==> src/rtl/uart_defs_pkg.sv <==
// Shared encodings for the UART TX path: FSM states, parity/data-width codes, parity helper.
package uart_defs;

  typedef enum logic [2:0] {
    ST_IDLE,
    ST_START,
    ST_DATA,
    ST_PARITY,
    ST_STOP,
    ST_BREAK,
    ST_MARK
  } tx_state_e;

  localparam logic [1:0] PAR_NONE = 2'b00;
  localparam logic [1:0] PAR_EVEN = 2'b01;
  localparam logic [1:0] PAR_ODD  = 2'b10;
  localparam logic [1:0] PAR_MARK = 2'b11;

  localparam logic [1:0] DBITS_5 = 2'b00;
  localparam logic [1:0] DBITS_6 = 2'b01;
  localparam logic [1:0] DBITS_7 = 2'b10;
  localparam logic [1:0] DBITS_8 = 2'b11;

  function automatic logic [7:0] data_mask(input logic [1:0] bits_code);
    logic [7:0] m;
    case (bits_code)
      DBITS_5: m = 8'h1F;
      DBITS_6: m = 8'h3F;
      DBITS_7: m = 8'h7F;
      DBITS_8: m = 8'hFF;
      default: m = 8'hFF;
    endcase
    return m;
  endfunction

  function automatic logic calc_parity(input logic [7:0] data, input logic [1:0] bits_code,
                                       input logic [1:0] par);
    logic ones;
    logic p;
    ones = ^(data & data_mask(bits_code));
    case (par)
      PAR_EVEN: p = ones;
      PAR_ODD:  p = ~ones;
      PAR_MARK: p = 1'b1;
      default:  p = 1'b0;
    endcase
    return p;
  endfunction

endpackage

==> src/rtl/uart_sync_fifo.sv <==
// Synchronous show-ahead FIFO; read data valid combinationally while not empty.
// A write into a full FIFO is accepted only if a pop happens in the same cycle, else dropped.
module uart_sync_fifo #(
  parameter int DEPTH = 16,
  parameter int WIDTH = 8
) (
  input  logic                     clk,
  input  logic                     reset,
  input  logic                     i_wr_en,
  input  logic [WIDTH-1:0]         i_wr_data,
  input  logic                     i_rd_en,
  output logic [WIDTH-1:0]         o_rd_data,
  output logic                     o_full,
  output logic                     o_empty,
  output logic [$clog2(DEPTH):0]   o_count,
  output logic                     o_overflow
);
  localparam int AW = $clog2(DEPTH);

  logic [WIDTH-1:0] r_mem [DEPTH];
  logic [AW-1:0]    r_wr_ptr;
  logic [AW-1:0]    r_rd_ptr;
  logic [AW:0]      r_count;
  logic             r_overflow;
  logic             w_wr;
  logic             w_rd;

  assign o_full     = (r_count == (AW+1)'(DEPTH));
  assign o_empty    = (r_count == '0);
  assign w_rd       = i_rd_en && !o_empty;
  assign w_wr       = i_wr_en && (!o_full || w_rd);
  assign o_rd_data  = r_mem[r_rd_ptr];
  assign o_count    = r_count;
  assign o_overflow = r_overflow;

  always_ff @(posedge clk) begin
    if (w_wr) r_mem[r_wr_ptr] <= i_wr_data;
  end

  always_ff @(posedge clk) begin
    if (reset) begin
      r_wr_ptr   <= '0;
      r_rd_ptr   <= '0;
      r_count    <= '0;
      r_overflow <= 1'b0;
    end else begin
      if (w_wr) r_wr_ptr <= r_wr_ptr + 1'b1;
      if (w_rd) r_rd_ptr <= r_rd_ptr + 1'b1;
      case ({w_wr, w_rd})
        2'b10:   r_count <= r_count + 1'b1;
        2'b01:   r_count <= r_count - 1'b1;
        default: r_count <= r_count;
      endcase
      r_overflow <= i_wr_en && !w_wr;
    end
  end

endmodule

==> src/rtl/uart_tx_param.sv <==
// UART transmitter: FIFO-fed framer with baud divider, 5-8 data bits, parity, 1/2 stop, break.
// tx falls one edge after the FIFO becomes non-empty; frames run back-to-back while data is queued.
module uart_tx_param #(
  parameter int FIFO_DEPTH = 16,
  parameter int DIV_W      = 16,
  parameter int OVERSAMPLE = 16
) (
  input  logic                          clk,
  input  logic                          reset,
  input  logic                          uart_en,
  input  logic [DIV_W-1:0]              baud_div,
  input  logic [1:0]                    cfg_data_bits,
  input  logic [1:0]                    cfg_parity,
  input  logic                          cfg_stop2,
  input  logic                          cfg_break,
  input  logic                          wr_en,
  input  logic [7:0]                    wr_data,
  output logic                          tx,
  output logic                          tx_busy,
  output logic                          tx_done,
  output logic                          txff_full,
  output logic                          txff_empty,
  output logic [$clog2(FIFO_DEPTH):0]   txff_count,
  output logic                          wr_overflow
);
  import uart_defs::*;

  localparam int TW = (OVERSAMPLE > 1) ? $clog2(OVERSAMPLE) : 1;

  tx_state_e        r_state, w_state_nxt;
  logic             r_tx, w_tx_nxt;
  logic             r_tx_done, w_done;
  logic [7:0]       r_shift;
  logic [2:0]       r_bit_idx;
  logic [1:0]       r_bits;
  logic [1:0]       r_par;
  logic             r_par_bit;
  logic             r_stop2;
  logic             r_stop_idx;
  logic [DIV_W-1:0] r_baud_cnt;
  logic [TW-1:0]    r_tick_cnt;

  logic [DIV_W-1:0] w_div_m1;
  logic             w_baud_tick;
  logic             w_tick_wrap;
  logic             w_bit_end;
  logic             w_pop;
  logic             w_shift;
  logic             w_stop_adv;
  logic             w_clr_baud;
  logic             w_can_start;
  logic [2:0]       w_last_idx;
  logic [7:0]       w_rd_data;
  logic             w_empty;

  uart_sync_fifo #(.DEPTH(FIFO_DEPTH), .WIDTH(8)) u_fifo (
    .clk        (clk),
    .reset      (reset),
    .i_wr_en    (wr_en),
    .i_wr_data  (wr_data),
    .i_rd_en    (w_pop),
    .o_rd_data  (w_rd_data),
    .o_full     (txff_full),
    .o_empty    (w_empty),
    .o_count    (txff_count),
    .o_overflow (wr_overflow)
  );

  // A divider of 0 behaves as 1; >= keeps the counter bounded if the divider shrinks mid-count.
  assign w_div_m1    = (baud_div == '0) ? '0 : baud_div - 1'b1;
  assign w_baud_tick = (r_baud_cnt >= w_div_m1);
  assign w_tick_wrap = (r_tick_cnt == TW'(OVERSAMPLE - 1));
  assign w_bit_end   = w_baud_tick && w_tick_wrap;
  assign w_last_idx  = 3'(r_bits) + 3'd4;
  assign w_can_start = uart_en && !w_empty && !cfg_break;

  always_ff @(posedge clk) begin
    if (reset || w_clr_baud) begin
      r_baud_cnt <= '0;
      r_tick_cnt <= '0;
    end else if (w_baud_tick) begin
      r_baud_cnt <= '0;
      r_tick_cnt <= w_tick_wrap ? '0 : r_tick_cnt + 1'b1;
    end else begin
      r_baud_cnt <= r_baud_cnt + 1'b1;
    end
  end

  always_comb begin
    w_state_nxt = r_state;
    w_tx_nxt    = r_tx;
    w_pop       = 1'b0;
    w_shift     = 1'b0;
    w_stop_adv  = 1'b0;
    w_done      = 1'b0;
    w_clr_baud  = 1'b0;
    case (r_state)
      ST_IDLE: begin
        w_tx_nxt = 1'b1;
        if (cfg_break) begin
          w_state_nxt = ST_BREAK;
          w_tx_nxt    = 1'b0;
        end else if (w_can_start) begin
          w_pop       = 1'b1;
          w_clr_baud  = 1'b1;
          w_state_nxt = ST_START;
          w_tx_nxt    = 1'b0;
        end
      end
      ST_START: if (w_bit_end) begin
        w_state_nxt = ST_DATA;
        w_tx_nxt    = r_shift[0];
      end
      ST_DATA: if (w_bit_end) begin
        w_shift = 1'b1;
        if (r_bit_idx == w_last_idx) begin
          if (r_par != PAR_NONE) begin
            w_state_nxt = ST_PARITY;
            w_tx_nxt    = r_par_bit;
          end else begin
            w_state_nxt = ST_STOP;
            w_tx_nxt    = 1'b1;
          end
        end else begin
          w_tx_nxt = r_shift[1];
        end
      end
      ST_PARITY: if (w_bit_end) begin
        w_state_nxt = ST_STOP;
        w_tx_nxt    = 1'b1;
      end
      ST_STOP: if (w_bit_end) begin
        if (r_stop2 && !r_stop_idx) begin
          w_stop_adv = 1'b1;
        end else begin
          w_done = 1'b1;
          // Chain straight into the next start bit so queued frames leave no idle gap.
          if (w_can_start) begin
            w_pop       = 1'b1;
            w_clr_baud  = 1'b1;
            w_state_nxt = ST_START;
            w_tx_nxt    = 1'b0;
          end else begin
            w_state_nxt = ST_IDLE;
          end
        end
      end
      ST_BREAK: begin
        w_tx_nxt = 1'b0;
        if (!cfg_break) begin
          w_state_nxt = ST_MARK;
          w_tx_nxt    = 1'b1;
          w_clr_baud  = 1'b1;
        end
      end
      ST_MARK: if (w_bit_end) w_state_nxt = ST_IDLE;
      default: begin
        w_state_nxt = ST_IDLE;
        w_tx_nxt    = 1'b1;
      end
    endcase
  end

  always_ff @(posedge clk) begin
    if (reset) begin
      r_state    <= ST_IDLE;
      r_tx       <= 1'b1;
      r_tx_done  <= 1'b0;
      r_shift    <= '0;
      r_bit_idx  <= '0;
      r_bits     <= '0;
      r_par      <= PAR_NONE;
      r_par_bit  <= 1'b0;
      r_stop2    <= 1'b0;
      r_stop_idx <= 1'b0;
    end else begin
      r_state   <= w_state_nxt;
      r_tx      <= w_tx_nxt;
      r_tx_done <= w_done;
      if (w_pop) begin
        r_shift    <= w_rd_data;
        r_bits     <= cfg_data_bits;
        r_par      <= cfg_parity;
        r_par_bit  <= calc_parity(w_rd_data, cfg_data_bits, cfg_parity);
        r_stop2    <= cfg_stop2;
        r_bit_idx  <= '0;
        r_stop_idx <= 1'b0;
      end else if (w_shift) begin
        r_shift   <= r_shift >> 1;
        r_bit_idx <= r_bit_idx + 1'b1;
      end
      if (w_stop_adv) r_stop_idx <= 1'b1;
    end
  end

  assign tx         = r_tx;
  assign tx_done    = r_tx_done;
  assign tx_busy    = (r_state != ST_IDLE);
  assign txff_empty = w_empty;

endmodule

==> config.mk <==
export PLATFORM = sky130hd
export DESIGN_NAME = uart_tx_param
export DESIGN_NICKNAME = d
export VERILOG_FILES = /design/src/rtl/uart_defs_pkg.sv /design/src/rtl/uart_sync_fifo.sv /design/src/rtl/uart_tx_param.sv
export SDC_FILE = /design/constraint.sdc
export NUM_CORES = 1
export LEC_CHECK = 0
export CORE_ASPECT_RATIO = 1.4
export CORE_MARGIN = 2
export CORE_UTILIZATION = 48
export DETAILED_ROUTE_END_ITERATION = 8
export HOLD_SLACK_MARGIN = 0.06
export PLACE_DENSITY = 0.66
export SETUP_SLACK_MARGIN = 0.1
export SLEW_MARGIN = 20
export SYNTH_ARGS = -nofsm -noshare
export SYNTH_HDL_FRONTEND = slang
export SYNTH_SLANG_ARGS = --single-unit
==> constraint.sdc <==
create_clock -name clk -period 10.2 [get_ports clk]
set_input_delay 2.04 -clock clk [delete_from_list [all_inputs] [get_ports clk]]
set_output_delay 2.04 -clock clk [all_outputs]
set_load 0.02 [all_outputs]
==> results of run 1 <==
## state kept, by name, indices dropped and copies added, names as in the netlist, named ones only
signal and flops:
tx_done 1, u_fifo.r_wr_ptr 4, r_shift 8, r_stop2 1
u_fifo.r_mem 128, u_fifo.o_overflow 1, tx 1, r_state 3
r_stop_idx 1, r_bits 2, r_par 2, r_baud_cnt 16
r_par_bit 1, r_tick_cnt 4, u_fifo.r_rd_ptr 4, u_fifo.o_count 5
r_bit_idx 3
## where the power goes
group / switching [µW] / internal (µW)
registers: 41.8 / 845
clock network: 294 / 343
logic: 141 / 129
## synth_stat cells, drive strengths merged, types with 6 or more instances
cell	count
buf	11
clkbuf	17
nand4	6
edfxtp	128
xor2	22
mux2i	6
inv	16
a21o	11
nand2	63
mux4	35
ha	30
and3	7
dfxtp	61
o21ai	16
or3	8
xnor2	19
nand3	31
nor3	17
nor2	52
a21oi	35
and2	15
a22oi	11
## metal layers
| layer | global-route usage [%] | vias up |
|---|---|---|
| met2 | 36.1 | 123 |
| met5 | 0 | - |
| met3 | 3.22 | 19 |
| met4 | 6.57 | 0 |
| met1 | 22.5 | 2642 |
| li1 | - | 2587 |
## layout make-up
class,count,area (µm²)
well taps,240,300
repair buffers,50,485
flip-flops and latches,189,5070
inverters,16,60.1
fillers,1474,8000
multi-input cells,436,3380
clock inverters,12,130
clock buffers,18,429
## worst paths after layout
path / end / cells past startpoint / slack, ns
worst max-delay path: u_fifo.o_count[4] / 23 / 2.40
worst min-delay path: r_stop2 / 2 / 0.45
worst max register to register: u_fifo.o_count[4] / 18 / 5.37
worst min register to register: r_stop2 / 2 / 0.45
## worst max-delay path, cell delays in order
cell	delay, ns
clkdlybuf4s50_1	0.47
nor4_1	0.34
nor2b_1	0.33
and4b_1	0.33
nand2_1	0.26
nand2_1	0.15
ha_1	0.25
a21o_1	0.20
a21o_1	0.17
a21o_1	0.17
a221oi_1	0.70
a2111oi_0	0.31
nor2_1	0.19
inv_1	0.34
ha_1	0.47
xor2_1	0.18
ha_1	0.23
o21ai_0	0.18
a21oi_1	0.10
a21oi_1	0.18
xor2_1	0.10
or3_1	0.31
a21oi_1	0.14
## cells by family (layout without fill, tap and decap cells)
logic type	after synthesis	after routing	synth area share, %
adders and majority gates	30	30	4.33
and+or+nand+nor	226	226	12.5
AOI/OAI and AO/OA	97	97	7.21
xor gates and xnor gates	42	42	4.49
DFF	189	189	58.5
muxes	41	41	10.3
buffers and inverters	44	96	2.64
## per-stage QoR
stage	instance area, µm²	std cells	setup slack (ns)
after floorplan	8660	669	3.15
after global placement	9280	930	1.79
after detailed placement	9280	930	1.41
after CTS	9840	960	1.82
after global routing	9850	961	1.67
final	9850	961	2.40
==> metrics, run 1 <==
synthesized net count=about 730; # setup viols final=0; Min-Delay Startpoint=r_stop2; largest area contributor in the netlist=edfxtp_1; DRC Markers=0; pin count of the biggest net entering global routing=40; Initial Utilization=just under 50%; FMAX=between 0.1 and 0.15 GHz; metal3 WL=roughly 500 µm; crit-path max FO=22; Slew headroom=between 40% and 50%; leading cell type in the layout, fill and taps excluded=edfxtp_1; Synth top area share=44.4%; RSZ-0062 raised after global routing=false; First-pass DRT Iterations=5; VDD IR-drop max=0.000113 V; Most used DFF post-synth=edfxtp_1; CTS tree=yes; metal2 WL=about 10 mm; 1st-iter DRT viols=roughly 500; min Tclk post-route=about 8 ns; vias in the first global route=~5500; global-route wire length before repair=approximately 29 mm; Post-synth EDFFs=about 130; Crit Path Class=primary input to register; grt total ovfl=0; Pwr Total=around 1800 µW; Slew Limit Fails=0; share of cells above drive strength 1=9.29%; post-cts sizing count=0; Syn Inst Count=between 600 and 700; measured slew at the worst slew-check pin=between 0.8 and 0.9 ns; Worst Setup SP=baud_div[3]; Max clock buf depth=2; Horiz. Die Dim=118 µm; top sig layer=met4; setup_tns=0 ns; GRT Resource Usage Total=between 15 and 20%; register bit total from synthesis=approximately 190; P_leak=~0.0035 µW; status=completed; Final Core Density=a little under three fifths; Routed Antenna Nets=0; max-cap violations=0; arrival time worst endpoint=~8.2 ns; Core Box Area=17900 µm²; sequential area share after synthesis=between 50% and 60%; row count=slightly below 60; Routed WL per cell=around 19 µm; M1 WL=roughly 7.4 mm; CTS buffer count=17; antenna cells=0; syn_area_per_cell=between 10 and 15 µm²; nets=between 700 and 800; H-Tree Depth=4; CTS Hold Bufs=0; share of the clock period used by the worst path after layout=approximately three quarters; worst skew pair latency=about 0.43 ns; HPWL after DPL=12.5 mm; Post-Syn Area=8660 µm²; initial antenna violation count=0; reg2reg start=r_baud_cnt[0]; DRT Wirelength=17.9 mm; Setup Skew=~0.014 ns; top post-synthesis cells by area=edfxtp_1 44%, dfxtp_1 14%, mux4_2 6.0%, ha_1 4.3%, mux4_1 3.6%; crit path launch type=primary input; Hold Slack=~0.45 ns; power per cell area=between 150 and 200 nW/µm²; CP required=approximately 11 ns; Hold/Removal Path Class=register to register; Final Hold Viols=0; Die Area=approximately 19000 µm²; # IOs=between 40 and 50; synthesis-to-finish area growth=13.8%; DR vias/cell=5.59; Post-CTS Setup Inserts=0; Port Buf Inserts=44; Die Ht=163 µm; ys async rst share=0%; most frequent cells in the layout=128 x edfxtp_1, 63 x nand2_1, 59 x dfxtp_1; nature of the critical path endpoint=register; post-synth cell types=between 50 and 60; root buffer cell=clkbuf_16; routability cong.=~0.81; Reg clk slew, reported paths=approximately 0.07 ns; YS warnings=0; CTS Sinks=roughly 190; detailed-route via count=around 5400
No activity file was read; power rests on OpenSTA's default activity.
==> run 2: changes to the inputs <==
==> constraint.sdc (replaced) <==
create_clock -name clk -period 7.45 [get_ports clk]
set_input_delay 1.49 -clock clk [delete_from_list [all_inputs] [get_ports clk]]
set_output_delay 1.49 -clock clk [all_outputs]
set_load 0.02 [all_outputs]
==> metrics, run 2 (synthesis gave the netlist of run 1 again) <==
Hold/Removal Path Class=register to register; clock share of power=37.2% (+1.7 points); DRT Wirelength=17.9 mm (-0.31%); 1st-iter DRT viols=444 (-14%); power per cell area=254 nW/µm² (+39%); CTS buffer count=17 (unchanged); arrival time worst endpoint=7.03 ns (-1.13 ns); worst skew pair latency=0.43 ns (about the same); measured slew at the worst slew-check pin=0.832 ns (-0.0103 ns); Cell Area, Placed=9300 µm² (+0.24%); share of power burned in registers=48.3% (-1.2 points); VDD IR-drop max=0.000166 V (+47%); root buffer cell=clkbuf_16; antenna cells=0 (unchanged); design area=9910 µm² (+0.60%); switch share=25.7% (-0.87 points); Reg clk slew, reported paths=0.07 ns (about the same); detailed-route via count=5476 (+2.0%); worst reg2reg path depth=18 (unchanged); nets=775 (+0.13%); FMAX=about 0.15 GHz; initial antenna violation count=0 (unchanged); Pint=1870 µW (+42%); crit path launch type=primary input; CTS tree=yes; share of the clock period used by the worst path after layout=between 80% and 90%; Worst Hold Depth=2 (unchanged); Die Ht=163 µm (unchanged); global-route wire length before repair=28.4 mm (-1.2%); status=completed; Setup Skew=0.00731 ns (-0.00666 ns); grt total ovfl=0 (unchanged); # setup viols final=0 (unchanged); Routed WL per cell=18.5 µm (-0.51%); Routed Antenna Nets=0 (unchanged); First-pass DRT Iterations=6 (+1); Reg with most FFs=u_fifo.r_mem; Die Area=19200 µm² (unchanged); Crit Path Class=primary input to register; max FFs per register=128 (unchanged); crit-path max FO=12 (-45%); min Tclk post-route=6.67 ns; Core Box Area=17900 µm² (unchanged); Post-CTS Setup Inserts=0 (unchanged); P_leak=0.00347 µW (+0.51%); leading cell type in the layout, fill and taps excluded=edfxtp_1; Port Buf Inserts=44 (unchanged); CTS Sinks=189 (unchanged); # IOs=45 (unchanged); DR vias/cell=5.69 (+1.7%); Final Hold Viols=0 (unchanged); Slew headroom=44.5% (+0.69 points); Initial Utilization=48.5% (unchanged); most frequent cells in the layout=128 x edfxtp_1, 63 x nand2_1, 59 x dfxtp_1; nature of the critical path endpoint=register; vias in the first global route=5549 (+0.16%); HPWL after DPL=12.4 mm (-0.80%); DRC Markers=0 (unchanged); routability cong.=0.892 (+9.8%); RSZ-0062 raised after global routing=false; pin count of the biggest net entering global routing=40 (unchanged); Top Registers=u_fifo.r_mem x128, r_baud_cnt x16, r_shift x8; max-cap violations=0 (unchanged); Switch Pwr=646 µW (+36%); Slew Limit Fails=0 (unchanged); Max clock buf depth=2 (unchanged); Pwr Total=2510 µW (+40%); H-Tree Depth=4 (unchanged); CP required=7.81 ns (-2.75 ns); Horiz. Die Dim=118 µm (unchanged); synthesis-to-finish area growth=14.4%; Comb pwr share=14.6% (-0.4 points); post-cts sizing count=0 (unchanged); CTS Hold Bufs=0 (unchanged); GRT Resource Usage Total=19.2% (-0.076 points); share of cells above drive strength 1=9.54% (+0.25 points); row count=58 (unchanged); setup_tns=0 ns (unchanged)
[run 2: cell count changes in the layout (fill, tap and decap cells not counted)]
cell        delta
o31ai_2        -1
a211oi_2       +1
bufinv_16      +2
buf_4          +2
clkbuf_1       -1
clkinv_1       +1
clkinv_8       +1
a211oi_1       -1
clkinvlp_4     +2
clkbuf_4       -1
clkinv_4       -2
inv_8          -2
o31ai_1        +1
[run 2: worst paths after layout]
kind | to | slack (ns) | startpoint
hold reg to reg | r_stop_idx | 0.46 | r_stop_idx
setup / recovery | u_fifo.o_count[4] | 0.78 | baud_div[3]
hold / removal | r_stop_idx | 0.46 | r_stop_idx
setup reg to reg | u_fifo.o_count[4] | 3.21 | r_baud_cnt[0]
[run 2: layout make-up]
cell class | count | area (µm²)
Inverter | 16 | 60.1
Multi-Input combinational cell | 436 | 3380
Clock inverter | 14 | 185
Clock buffer | 17 | 425
Sequential cell | 189 | 5070
Fill cell | 1488 | 7940
Timing Repair Buffer | 51 | 493
Tap cell | 240 | 300
[run 2: critical path: stages]
cell and delay [ns]:
clkdlybuf4s50_1 0.47, nor4_1 0.38, nor2b_1 0.32, and4b_1 0.35, nand2_1 0.25, nand2_1 0.13, ha_1 0.25, a21o_1 0.19
a21o_1 0.18, a21o_1 0.18, a221oi_1 0.36, buf_4 0.21, a2111oi_0 0.13, o31ai_1 0.34, ha_1 0.42, xor2_1 0.18
ha_1 0.21, o21ai_0 0.11, a21oi_1 0.18, a21oi_1 0.09, xor2_1 0.15, or3_1 0.32, a21oi_1 0.15
[run 2: layer usage]
layer	vias to the layer above	share of wire [%]	routed length [µm]	GRT usage, %
li1	2597	-	-	-
met1	2698	40	7070	20.7
met2	138	54	9640	36.5
met3	43	3.7	668	3.89
met4	0	2.7	477	8.49
met5	-	0	0	0
[run 2: power by group through the flow]
stage | clock [µW] | combinational, µW | sequential (µW)
final | 934 | 366 | 1210
after detailed placement | 0 | 366 | 1240
after floorplan | 0 | 282 | 1210
after global routing | 989 | 398 | 1220
after CTS | 951 | 367 | 1210
after global placement | 0 | 355 | 1230
[run 2: per-stage QoR]
| stage | worst slack (ns) | utilization, % | hold slack [ns] | instances |
|---|---|---|---|---|
| 5_1_grt | 0.227 | 55.5 | 0.485 | 963 |
| 3_3_place_gp | 0.688 | 52.1 | 0.442 | 932 |
| 2_1_floorplan | 0.954 | - | 0.427 | 669 |
| 3_5_place_dp | 0.422 | 52.1 | 0.452 | 932 |
| 4_1_cts | 0.850 | 55.5 | 0.462 | 963 |
| 6_report | 0.780 | 55.5 | 0.456 | 963 |
==> run 3: changes to the inputs <==
--- a/config.mk
+++ b/config.mk
@@ -5,7 +5,7 @@
 export SDC_FILE = /design/constraint.sdc
 export NUM_CORES = 1
 export LEC_CHECK = 0
-export CORE_ASPECT_RATIO = 1.4
+export CORE_ASPECT_RATIO = 0.7
 export CORE_MARGIN = 2
 export CORE_UTILIZATION = 48
 export DETAILED_ROUTE_END_ITERATION = 8
==> metrics, run 3 (synthesis gave the netlist of run 1 again) <==
status=completed; Post-CTS Setup Inserts=0 (unchanged); Reg clk slew, reported paths=0.08 ns (about the same); root buffer cell=clkbuf_16; power per cell area=251 nW/µm² (-1.2%); placed insts=932 (unchanged); crit-path max FO=12 (unchanged); setup_tns=0 ns (unchanged); VDD IR-drop max=0.000160 V (-3.6%); Port Buf Inserts=44 (unchanged); Die Ht=116 µm (-29%); CTS Hold Bufs=0 (unchanged); Hold/Removal Path Class=register to register; measured slew at the worst slew-check pin=0.829 ns (-0.00324 ns); Slew Limit Fails=0 (unchanged); Pwr Total=2490 µW (-1.0%); Setup Skew=0.0133 ns (+0.00599 ns); Final Core Density=55.6% (+0.091 points); Routed Antenna Nets=0 (unchanged); Core Box Area=17900 µm² (unchanged); # setup viols final=0 (unchanged); Die Area=19200 µm² (about the same); Routed WL per cell=18.2 µm (-1.9%); DRT Wirelength=17.5 mm (-1.8%); vias in the first global route=5328 (-4.0%); max-cap violations=0 (unchanged); row count=41 (-29%); share of the clock period used by the worst path after layout=86.4% (-3.1 points); RSZ-0062 raised after global routing=false; Max clock buf depth=2 (unchanged); synthesis-to-finish area growth=14.6%; nature of the critical path endpoint=register; Top Registers=u_fifo.r_mem x128, r_baud_cnt x16, r_shift x8; worst skew pair latency=0.44 ns (about the same); # IOs=45 (unchanged); Initial Utilization=48.5% (unchanged); min Tclk post-route=6.44 ns (-0.230 ns); CP required=7.82 ns (about the same); pin count of the biggest net entering global routing=40 (unchanged); First-pass DRT Iterations=5 (-1); crit path launch type=primary input; GRT Resource Usage Total=19.5% (+0.27 points); antenna cells=0 (unchanged); post-cts sizing count=0 (unchanged); CTS tree=yes; Worst Setup Slack, final=1.01 ns (+0.230 ns); grt total ovfl=0 (unchanged); FMAX=0.155 GHz (+3.6%); HPWL after DPL=11.8 mm (-4.9%); detailed-route via count=5397 (-1.4%); H-Tree Depth=4 (unchanged); Crit Path Class=primary input to register; 1st-iter DRT viols=446 (+0.45%); Final Hold Viols=0 (unchanged); share of cells above drive strength 1=10.2% (+0.62 points); max FFs per register=128 (unchanged); fin cells=964 (+0.10%); Place WS=0.613 ns (+0.191 ns); routability cong.=0.897 (+0.56%); Horiz. Die Dim=165 µm (+40%); most frequent cells in the layout=128 x edfxtp_1, 63 x nand2_1, 59 x dfxtp_1; Reg with most FFs=u_fifo.r_mem; leading cell type in the layout, fill and taps excluded=edfxtp_1; CTS buffer count=17 (unchanged); initial antenna violation count=0 (unchanged); CTS Sinks=189 (unchanged); DR vias/cell=5.60 (-1.5%); P_leak=0.00349 µW (+0.60%); DRC Markers=0 (unchanged); nets=779 (+0.52%); Slew headroom=44.7% (+0.22 points); arrival time worst endpoint=6.81 ns (-0.22 ns); global-route wire length before repair=28.3 mm (-0.46%)
-- run 3: cell count changes in the layout (fill, tap and decap cells not counted) --
cell / previous run / this run
buf_4: 7 / 11
clkinv_8: 1 / 5
bufinv_16: 3 / 0
inv_12: 0 / 2
a211oi_1: 3 / 4
a211oi_2: 1 / 0
clkinv_1: 1 / 0
clkinvlp_4: 2 / 1
dfxtp_2: 1 / 2
dfxtp_4: 1 / 0
inv_6: 4 / 3
inv_8: 1 / 2
-- run 3: final cells by class --
type / count / area [µm²]
clock buffer: 17 / 425
clock inverter: 15 / 184
tap: 236 / 295
multi-input combinational: 436 / 3370
timing repair buffer: 55 / 523
sequential: 189 / 5070
fill: 1484 / 7920
inverter: 16 / 60.1
-- run 3: path summary, 6_finish.rpt --
| path | startpoint | endpoint | slack (ns) | depth (start not counted) |
|---|---|---|---|---|
| hold / removal | r_par[0] | r_par[0] | 0.45 | 2 |
| setup / recovery | baud_div[3] | u_fifo.o_count[4] | 1.01 | 24 |
| hold reg to reg | r_par[0] | r_par[0] | 0.45 | 2 |
| setup reg to reg | r_baud_cnt[0] | u_fifo.o_count[4] | 3.48 | 19 |
-- run 3: critical path, cell delays in order --
cell and delay, ns:
clkdlybuf4s50_1 0.46, nor4_1 0.37, nor2b_1 0.35, and4b_1 0.34, nand2_1 0.27, nand2_1 0.16
ha_1 0.25, a21o_1 0.18, a21o_1 0.17, a21o_1 0.17, a221oi_1 0.28, buf_4 0.19
a2111oi_0 0.10, buf_4 0.16, o31ai_1 0.33, ha_1 0.25, xor2_1 0.16, ha_1 0.21
o21ai_0 0.09, a21oi_1 0.16, a21oi_1 0.09, xor2_1 0.15, or3_1 0.31, a21oi_1 0.14
-- run 3: through the flow --
step	hold slack (ns)	cell area [µm²]
finish	0.453	9930
floorplan	0.427	8660
CTS	0.454	9930
detailed placement	0.444	9320
global route	0.471	9930
global placement	0.437	9320
-- run 3: where the power goes --
part           total (µW)  switching, µW  internal [µW]
Clock                 907            450            457
Sequential           1200           41.3           1160
Combinational         385            206            179
Total                2490            697           1790
-- run 3: routing by layer --
| metal | part of all wire [%] | vias to the layer above | GRT usage (%) | wire length, µm |
|---|---|---|---|---|
| met1 | 48 | 2654 | 27.9 | 8440 |
| li1 | - | 2615 | - | - |
| met4 | 0.84 | 0 | 4.93 | 148 |
| met3 | 4.7 | 14 | 4.15 | 825 |
| met5 | 0 | - | 0 | 0 |
| met2 | 46 | 114 | 30.9 | 8110 |
